File: src/rtl/sq_wave_meter.sv
// sq_wave_meter: measures the high and low durations of an asynchronous
// square wave in units of sysclk_period clock cycles. One on/off pair is
// published on every rising edge once the meter has locked to the wave.
module sq_wave_meter #(
    parameter int sysclk_period = 10,
    parameter int CNT_W         = 8
) (
    input  logic             clk,
    input  logic             reset,
    input  logic             wave_in,
    output logic [CNT_W-1:0] on_count,
    output logic [CNT_W-1:0] off_count,
    output logic             meas_valid,
    output logic             overflow,
    output logic             active
);

    localparam int               PRE_W    = $clog2(sysclk_period);
    localparam logic [PRE_W-1:0] PRE_MAX  = PRE_W'(sysclk_period - 1);
    localparam logic [PRE_W-1:0] PRE_ONE  = PRE_W'(1);
    localparam logic [CNT_W-1:0] UNIT_MAX = '1;

    localparam logic [1:0] ST_SYNC = 2'd0;
    localparam logic [1:0] ST_HIGH = 2'd1;
    localparam logic [1:0] ST_LOW  = 2'd2;

    // Input conditioning
    logic s1_q, s2_q, s3_q;
    logic rise, fall, edge_det;

    // Prescaler and unit counter
    logic [PRE_W-1:0] pre_q, pre_d;
    logic [CNT_W-1:0] unit_q, unit_d;
    logic             sat_q, sat_d;

    // FSM, holds and published results
    logic [1:0]       state_q, state_d;
    logic [CNT_W-1:0] hold_on_q, hold_on_d;
    logic             hold_sat_q, hold_sat_d;
    logic [CNT_W-1:0] on_q, on_d;
    logic [CNT_W-1:0] off_q, off_d;
    logic             ovf_q, ovf_d;
    logic             valid_q, valid_d;

    // Two-flop synchronizer plus one delay flop for edge detection.
    always_ff @(posedge clk or posedge reset) begin
        // NOTE: clocked state uses non-blocking assignments so every flop
        // samples the pre-edge value of its source, independent of order.
        if (reset) begin
            s1_q <= 1'b0;
            s2_q <= 1'b0;
            s3_q <= 1'b0;
        end else begin
            s1_q <= wave_in;
            s2_q <= s1_q;
            s3_q <= s2_q;
        end
    end

    // Rising and falling edges share the same pipeline depth, so the
    // measured durations carry no synchronizer bias.
    assign rise     = s2_q & ~s3_q;
    assign fall     = ~s2_q & s3_q;
    assign edge_det = rise | fall;

    // Prescaler: an edge restarts the phase with the edge cycle already
    // counted; otherwise every sysclk_period cycles advance the unit count.
    always_comb begin
        // NOTE: every variable gets a default first so no path through the
        // block leaves it unassigned, which would infer a latch.
        pre_d  = pre_q;
        unit_d = unit_q;
        sat_d  = sat_q;
        if (edge_det) begin
            pre_d  = PRE_ONE;
            unit_d = '0;
            sat_d  = 1'b0;
        end else if (pre_q == PRE_MAX) begin
            pre_d = '0;
            if (unit_q == UNIT_MAX) begin
                sat_d = 1'b1;
            end else begin
                unit_d = unit_q + CNT_W'(1);
            end
        end else begin
            pre_d = pre_q + PRE_ONE;
        end
    end

    // Phase tracking: SYNC skips the startup partial phase, HIGH captures
    // the high time on the fall, LOW publishes the full pair on the rise.
    always_comb begin
        state_d    = state_q;
        hold_on_d  = hold_on_q;
        hold_sat_d = hold_sat_q;
        on_d       = on_q;
        off_d      = off_q;
        ovf_d      = ovf_q;
        valid_d    = 1'b0;
        case (state_q)
            ST_SYNC: begin
                if (rise) begin
                    state_d = ST_HIGH;
                end
            end
            ST_HIGH: begin
                if (fall) begin
                    hold_on_d  = unit_q;
                    hold_sat_d = sat_q;
                    state_d    = ST_LOW;
                end
            end
            ST_LOW: begin
                if (rise) begin
                    on_d    = hold_on_q;
                    off_d   = unit_q;
                    ovf_d   = hold_sat_q | sat_q;
                    valid_d = 1'b1;
                    state_d = ST_HIGH;
                end
            end
            default: begin
                state_d = ST_SYNC;
            end
        endcase
    end

    // Counter, FSM and result registers.
    always_ff @(posedge clk or posedge reset) begin
        if (reset) begin
            pre_q      <= '0;
            unit_q     <= '0;
            sat_q      <= 1'b0;
            state_q    <= ST_SYNC;
            hold_on_q  <= '0;
            hold_sat_q <= 1'b0;
            on_q       <= '0;
            off_q      <= '0;
            ovf_q      <= 1'b0;
            valid_q    <= 1'b0;
        end else begin
            pre_q      <= pre_d;
            unit_q     <= unit_d;
            sat_q      <= sat_d;
            state_q    <= state_d;
            hold_on_q  <= hold_on_d;
            hold_sat_q <= hold_sat_d;
            on_q       <= on_d;
            off_q      <= off_d;
            ovf_q      <= ovf_d;
            valid_q    <= valid_d;
        end
    end

    assign on_count   = on_q;
    assign off_count  = off_q;
    assign overflow   = ovf_q;
    assign meas_valid = valid_q;
    assign active     = (state_q != ST_SYNC);

endmodule

File: config.mk
export PLATFORM = sky130hd
export DESIGN_NAME = sq_wave_meter
export DESIGN_NICKNAME = d
export VERILOG_FILES = /design/src/rtl/sq_wave_meter.sv
export SDC_FILE = /design/constraint.sdc
export NUM_CORES = 1
export LEC_CHECK = 0
export BUFFER_PORTS_ARGS = -buffer_cell sky130_fd_sc_hd__clkbuf_2
export CAP_MARGIN = 20
export CORE_UTILIZATION = 50
export DETAILED_ROUTE_END_ITERATION = 16
export PLACE_DENSITY = 0.68
export SYNTH_ARGS = -nofsm -noshare
export SYNTH_HDL_FRONTEND = slang
export SYNTH_SLANG_ARGS = --single-unit
File: constraint.sdc
create_clock -name clk -period 2.6 [get_ports clk]
set_clock_uncertainty 0.2 [all_clocks]
set_input_delay 0.26 -clock clk [delete_from_list [all_inputs] [get_ports clk]]
set_output_delay 0.26 -clock clk [all_outputs]
set_load 0.01 [all_outputs]
## Word-level counts from Yosys, hierarchy flattened

Index checks and enable logic that the tools add are counted.

- Output and inout port bits: 19
- Input port bits: 3
- Flip-flop bits (word level): 45
- Logic and storage cells: 51

- Add/subtract/negate cells: 2
- Muxes and demuxes: 13
- Bitwise operators: 6
- Equality and inequality tests: 7
- Reduce and logical (&&, ||, !) cells: 10

Operators by type and width:

| kind | count |
|---|---|
| 8-bit 2-to-1 mux | 3 |
| 2-bit AND reduction | 5 |
| 8-bit by 1-bit adder with 8-bit output (second input constant) | 1 |
| 8-bit == test (second input constant) | 1 |
| 4-bit 2-to-1 mux | 2 |
| 2-bit nonzero test | 3 |
| 1-bit 2-to-1 mux | 5 |
| 4-bit by 1-bit adder with 4-bit output (second input constant) | 1 |
| 4-bit == test (second input constant) | 1 |
| 2-bit 2-to-1 mux | 2 |
| 2-bit != test (second input constant) | 2 |
| 2-bit one-hot mux with 2 select lines | 1 |
| 1-bit AND | 2 |
| 2-bit by 1-bit == test with 1-bit output (second input constant) | 1 |
| 2-bit == test (second input constant) | 1 |
| 2-bit zero test | 1 |
| 2-bit by 1-bit != test with 1-bit output (second input constant) | 1 |
| 1-bit inverter | 2 |
| 1-bit OR | 2 |
| 2-bit OR reduction | 1 |

## Logic depth before layout (Yosys ltp)

Gate-level depths: netlist (run 1).

- Depth in word-level cells: 5
- Gate-level depth with buffers: 7
- Depth with buffers taken out: 6

## Worst setup path before layout (run 1)

OpenSTA, ideal clock, no wires.

- Path kind: register to register
- Start point: register pre_q[1]
- End point: register unit_q[5]
- Stages on the path, launching flop included: 7
- Clock period less this slack: 1.857 ns
- Path buffers: 0
- Path slack: 0.743 ns
- Library setup time: 0.079 ns
- Arrival time: 1.578 ns
- Required time: 2.321 ns
- Cells stage by stage: dfrtp_1 > inv_1 > ha_1 > nand3b_4 > or2_4 > or4_1 > a21oi_1

- Cells in the longest elaborated chain, start to end: 3

RTL lines:

| item | line | source |
|---|---|---|
| from (decl) | 32 | `logic [PRE_W-1:0] pre_q, pre_d;` |
| from (signal assigned) | 142 | `pre_q <= pre_d;` |
| 4-bit == test | 78 | `end else if (pre_q == PRE_MAX) begin` |
| 2-bit nonzero test (no line) | -- |  |
| 2-bit AND reduction (no line) | -- |  |
| to (signal assigned) | 143 | `unit_q <= unit_d;` |
| to (decl) | 33 | `logic [CNT_W-1:0] unit_q, unit_d;` |

Every way passes these cells.
A chain may end at the register's enable or synchronous reset.

## Final worst setup path (run 1)

Ends and elaborated chain as after synthesis.

==> out/results.ini, run 1 <==
[run_status]
status=finished, final reports clean

[floorplan]
die-area_sq_um=4000
start_util_pct=54.1
rows=21
io_pins=22
die_x_um=63.3
core_sq_um=3470
die_h_um=63.3

[clock_tree]
cts.sinks=45
postCtsSetupBuffers=0
h-tree-depth=2
tritoncts=done
clk_pin_slew_ns=0.08
numCtsBuffers=5
worstSkewPairLatency_ns=0.29
cts_resized=0
clock_tree.buffer_depth=2
root_buffer=clkbuf_8

[route]
wirelength_mm=3.06
wl_per_cell_um=12.8
drt_iter0_drc=72
avgViaCountPerCell=5.18
num_vias=1244
drt_pass1_iterations=4
drt.antenna.violating_nets=0
drc=0

[placement]
port_buffers=21
hpwl_mm=2.22
place_ws_ns=0.645
dp.cells=230
place_congestion=0.740

[power_and_ir_drop]
powerDensity_nw_per_um2=666
p_leak_nw=1.15
irDropWorstVdd_mv=0.343

[worst_setup_path]
r2r_slack_ns=0.61
reg2reg_to=unit_q[5]$_DFFE_PP0P_
path_cells=inv_1, ha_1, nand3b_4, or2_4, or4_1, a21oi_1
critical_path_class=reg2reg
reg2reg_depth=6
required_ns=2.61
rr_startpoint=pre_q[1]$_DFF_PP0_
cp-end-kind=flip-flop
slowest_stage=or4_1
crit_arrival_ns=2.00
crit_path_max_fanout=5
crit_path_max_incr_delay_ns=0.46
cp-start-kind=flip-flop

[timing]
setup_viol=0
layout_setup_ws_ns=0.612
finalHoldViolCount=0
finalSetupTns_ns=0
period_minus_slack_ns=1.99
min_period_over_period_pct=76.4
fmax_mhz=503
final-max-slew-violation-count=0
slew_headroom_pct=40.2
worstMarginPinSlew_ns=0.895
rsz0062_at_grt=false

[yosys]
yosys_warnings=0
synth-seq-cells=45
synth_top_cell_area_share_pct=60.0
syn_area_sq_um=1880
yosysTopAreaCell=dfrtp_1
syn_inst=164
synth_area_leaders=dfrtp_1 60%, mux2_2 9.6%, nand2_1 6.8%, ha_1 4.0%, nor2_1 2.8%
synth_commonest_cells=45 x dfrtp_1, 34 x nand2_1, 16 x mux2_2, 14 x nor2_1, 6 x ha_1
avgSynthCellArea_sq_um=11.5
async_flop_share_pct=100
yosysSeqAreaShare_pct=60.0
synthesis.nets=173
synth_edf_count=0
yosys.cell_count.top_type=dfrtp_1
synth_cell_types=33
ys.flop_type=dfrtp_1

[cells_and_area]
fin_cells=240
nFillCells=304
diodes=0
final_layout_size_suffix_gt1_share_pct=27.8
syn2layout_area_growth_pct=17.3
final_net_count=202

[hold_path]
hold_depth=0
worstHoldEndpoint=s2_q$_DFF_PP0_
hp-start=s1_q$_DFF_PP0_
hold_class=reg2reg

[global_routing]
gr-total-overflow=0
grt_pass1_vias=1207
grt_max_degree=26
grt_pass1_wl_mm=5.51
grt_usage_pct=17.8
grt_antenna_before_repair=0

[job]
drv_cap=0

==> stage by stage <==
step | area [sq um] | total power, mW | hold WS [ns] | utilization, %
after floorplan | 1880 | 0.847 | 0.0914 | -
after global placement | 2050 | 0.872 | 0.132 | 59.1
after detailed placement | 2050 | 0.878 | 0.136 | 59.1
after CTS | 2200 | 1.48 | 0.154 | 63.5
after global routing | 2200 | 1.54 | 0.163 | 63.5
final | 2200 | 1.47 | 0.153 | 63.5
==> state kept, by name (all words and copies together), names as in the netlist <==
| signal | flops |
|---|---|
| sat_q | 1 |
| meas_valid | 1 |
| s1_q | 1 |
| unit_q | 8 |
| s2_q | 1 |
| off_count | 8 |
| hold_on_q | 8 |
| on_count | 8 |
| state_q | 2 |
| s3_q | 1 |
| hold_sat_q | 1 |
| pre_q | 4 |
| overflow | 1 |
==> repair_timing <==
item / CTS / global route
hold endpoints to repair: 24 / 0
hold buffers: 2 / 0
setup endpoints to repair: 0 / 0
==> worst max-delay path: cells and delay by family (launching register included) <==
kind	cells	cell delay, ns
flops	1	0.40
buf+inv	1	0.06
simple gates	3	0.85
compound gates	1	0.16
fa+ha+maj	1	0.23
==> final cells by class <==
cell class                 instances  area [sq um]  area share [%]
tap                               46          57.6            2.61
inverter                           7          26.3            1.19
sequential                        45          1130            51.1
multi-input combinational        108           711            32.3
clock inverter                     3          65.1            2.95
timing repair buffer              26           148            6.70
clock buffer                       5          68.8            3.13
==> kinds of logic (layout without fill, tap and decap cells) <==
logic type | count (synthesis) | count (layout) | share of synthesized area (%)
AOI/OAI and AO/OA | 16 | 16 | 5.46
xor gates and xnor gates | 4 | 4 | 1.87
adders and majority gates | 6 | 6 | 4.00
buffers and inverters | 11 | 41 | 2.20
DFF | 45 | 45 | 60.0
muxes | 17 | 17 | 10.1
and+or+nand+nor | 65 | 65 | 16.4
==> per-layer routing <==
metal	up-vias	GRT usage [%]	share of wire, %
li1	613	-	-
met1	604	23.7	49
met2	23	26.7	47
met3	4	5.25	3.5
met4	0	8.24	0.46
met5	-	0	0
==> worst max path at each step <==
stage | slack, ns | cells after the start | startpoint | to
2_1_floorplan | 0.74 | 6 | pre_q[1]$_DFF_PP0_ | unit_q[5]$_DFFE_PP0P_
3_3_place_gp | 0.71 | 6 | pre_q[1]$_DFF_PP0_ | unit_q[5]$_DFFE_PP0P_
3_5_place_dp | 0.65 | 6 | pre_q[1]$_DFF_PP0_ | unit_q[5]$_DFFE_PP0P_
4_1_cts | 0.62 | 6 | pre_q[1]$_DFF_PP0_ | unit_q[5]$_DFFE_PP0P_
5_1_grt | 0.51 | 6 | pre_q[1]$_DFF_PP0_ | unit_q[5]$_DFFE_PP0P_
6_report | 0.61 | 6 | pre_q[1]$_DFF_PP0_ | unit_q[5]$_DFFE_PP0P_
==> report_power, final <==
part | total [mW] | internal (mW) | switching (mW)
clock network | 0.603 | 0.381 | 0.221
registers | 0.746 | 0.723 | 0.0235
logic | 0.118 | 0.0543 | 0.0640
total | 1.47 | 1.16 | 0.309
==> cell usage in the layout (no fill, tap or decap), types with 3 or more instances in the layout <==
master    instances
o21ai_0           5
dfrtp_1          45
a21oi_1           4
nand3_1           3
nor2_1           14
inv_1             5
ha_1              6
xnor2_1           3
nand2_1          34
clkbuf_2         21
clkbuf_8          5
mux2_2           16
buf_4             3
(Power assumes the default switching activity.)
==> run 2, diff against run 1 <==
--- a/config.mk
+++ b/config.mk
@@ -5,6 +5,7 @@
 export SDC_FILE = /design/constraint.sdc
 export NUM_CORES = 1
 export LEC_CHECK = 0
+export ABC_AREA = 1
 export BUFFER_PORTS_ARGS = -buffer_cell sky130_fd_sc_hd__clkbuf_2
 export CAP_MARGIN = 20
 export CORE_UTILIZATION = 50
==> constraint.sdc (replaced) <==
create_clock -name clk -period 1.85 [get_ports clk]
set_clock_uncertainty 0.2 [all_clocks]
set_input_delay 0.185 -clock clk [delete_from_list [all_inputs] [get_ports clk]]
set_output_delay 0.185 -clock clk [all_outputs]
set_load 0.01 [all_outputs]
==> out/results.ini, run 2 <==
[floorplan]
die-area_sq_um=4070
start_util_pct=52.1
die_h_um=63.8
rows=22
io_pins=22
core_sq_um=3660
die_x_um=63.8

[cells_and_area]
syn2layout_area_growth_pct=17.0
nFillCells=317
layout_commonest_cell=nand2_1
multi_input_area_sq_um=677
diodes=0
mostFrequentLayoutCells=66 x nand2_1, 45 x dfrtp_1, 22 x o21ai_0
register_area_sq_um=1130
final_layout_size_suffix_gt1_share_pct=19.1
final_net_count=244
final_area_sq_um=2230
fin_cells=284

[global_routing]
grt_max_degree=20
grt_antenna_before_repair=0
grt_use_met1_pct=26.7
grt_pass1_wl_mm=5.98
use_met3_pct=4.46
grt_usage_pct=19.3
gr-total-overflow=0
grt-busiest-layer=met2
use_met2_pct=28.9
grt_pass1_vias=1286

[worst_setup_path]
reg2reg_depth=8
cp-start-kind=flip-flop
critical_path_class=reg2reg
required_ns=1.87
crit_arrival_ns=1.76
crit_path_max_fanout=8
cp-end-kind=flip-flop

[clock_tree]
root_buffer=clkbuf_8
clock_tree.buffer_depth=2
h-tree-depth=2
worstSkewPairLatency_ns=0.29
tritoncts=done
clk_pin_slew_ns=0.08
cts.sinks=45
numCtsBuffers=5

[placement]
dp.cells=271
dpl-instance-area_sq_um=2070
port_buffers=21
place_congestion=0.785
hpwl_mm=2.44

[route]
num_vias=1369
drc=0
wirelength_mm=3.48
drt_pass1_iterations=4
drt_iter0_drc=79
wl_per_cell_um=12.3
avgViaCountPerCell=4.82
drt.antenna.violating_nets=0

[hold_path]
hold_depth=0
hold_class=reg2reg

[yosys]
synth_edf_count=0
synthesis.nets=212
synth-seq-cells=45
synth_commonest_cells=66 x nand2_1, 45 x dfrtp_1, 22 x o21ai_0, 21 x inv_1, 9 x nor2_1
async_flop_share_pct=100
syn_area_sq_um=1910
synth_area_leaders=dfrtp_1 59%, nand2_1 13%, o21ai_0 5.8%, inv_1 4.1%, ha_1 3.9%
yosys_warnings=0
yosysTopAreaCell=dfrtp_1
ys.flop_type=dfrtp_1
yosysSeqAreaShare_pct=59.0
avgSynthCellArea_sq_um=9.40
yosys.cell_count.top_type=nand2_1
synth_top_cell_area_share_pct=59.0
synth_cell_types=24
syn_inst=203

[power_and_ir_drop]
irDropWorstVdd_mv=0.571
p_leak_nw=1.12
powerDensity_nw_per_um2=910

[timing]
setup_viol=0
worstMarginPinSlew_ns=0.665
finalHoldViolCount=0
min_period_over_period_pct=94.4
fmax_mhz=573
final-max-slew-violation-count=0
period_minus_slack_ns=1.75
slew_headroom_pct=55.4

[job]
drv_cap=0

[run_status]
status=finished, final reports clean

==> run 2: cell types whose count changed after synthesis, sizes merged, moves of 2 or more <==
| cell | before | now |
|---|---|---|
| inv | 6 | 21 |
| nand2 | 34 | 68 |
| buf | 0 | 2 |
| or2 | 2 | 0 |
| a21oi | 4 | 0 |
| o21ai | 6 | 29 |
| xnor2 | 3 | 1 |
| mux2 | 16 | 0 |
| nand3 | 3 | 10 |
| nor2 | 14 | 10 |
| nor3 | 2 | 0 |
==> run 2: logic make-up after synthesis <==
| kind of cell | share of synthesized area [%] |
|---|---|
| AOI/OAI and AO/OA | 9.38 |
| adders and majority gates | 3.93 |
| xor gates and xnor gates | 0.918 |
| DFF | 59.0 |
| and+or+nand+nor | 20.8 |
| buffers and inverters | 5.97 |
==> run 2: worst max-delay path, stage by stage, from the launching register on <==
cell	delay [ns]
dfrtp_1	0.39
inv_1	0.07
ha_2	0.38
nand2_1	0.07
inv_1	0.06
nand3_2	0.15
nand2_4	0.15
inv_1	0.05
o21ai_0	0.14
==> run 2: final timing paths <==
check,from,endpoint,slack (ns)
min in group asynchronous,reset,state_q[1]$_DFFE_PP0P_,0.24
max,s2_q$_DFF_PP0_,unit_q[0]$_DFFE_PP0P_,0.10
min reg2reg,s1_q$_DFF_PP0_,s2_q$_DFF_PP0_,0.18
min,s1_q$_DFF_PP0_,s2_q$_DFF_PP0_,0.18
max reg2reg,s2_q$_DFF_PP0_,unit_q[0]$_DFFE_PP0P_,0.10
max in group asynchronous,reset,pre_q[1]$_DFF_PP0_,0.62
==> run 2: routing by layer <==
layer	share of wire [%]	routed length [um]	vias to the layer above
met5	0	0	-
met1	50	1730	629
met3	3.5	122	7
met4	2.0	70	0
met2	45	1560	29
li1	-	-	704
==> run 2: what timing repair did <==
item,in CTS,in global routing
gates resized for setup,0,1
hold buffers,2,0
setup buffers,0,2
setup endpoints to repair,0,6
hold endpoints to repair,18,0
==> run 2: power breakdown <==
part	switching (mW)	internal, mW	total [mW]
Combinational	0.135	0.0726	0.207
Sequential	0.0373	1.03	1.06
Clock	0.319	0.440	0.759
Total	0.490	1.54	2.03
==> run 2: final cells by class <==
class | instances | area share (%)
Clock buffer | 7 | 3.87
Timing Repair Buffer | 29 | 7.62
Multi-Input combinational cell | 132 | 30.3
Sequential cell | 45 | 50.4
Clock inverter | 1 | 1.35
Inverter | 22 | 3.70
Tap cell | 48 | 2.69
==> run 2: stage by stage <==
step | hold WS [ns] | TNS, ns | setup slack, ns | power (mW) | util (%)
after floorplan | 0.0164 | 0 | 0.308 | 1.23 | -
after global placement | 0.00815 | 0 | 0.204 | 1.28 | 56.6
after detailed placement | 0.0103 | 0 | 0.108 | 1.28 | 56.6
after CTS | 0.192 | 0 | 0.0965 | 2.04 | 60.3
after global routing | 0.208 | -0.0584 | -0.0584 | 2.12 | 61.0
final | 0.179 | 0 | 0.104 | 2.03 | 61.0
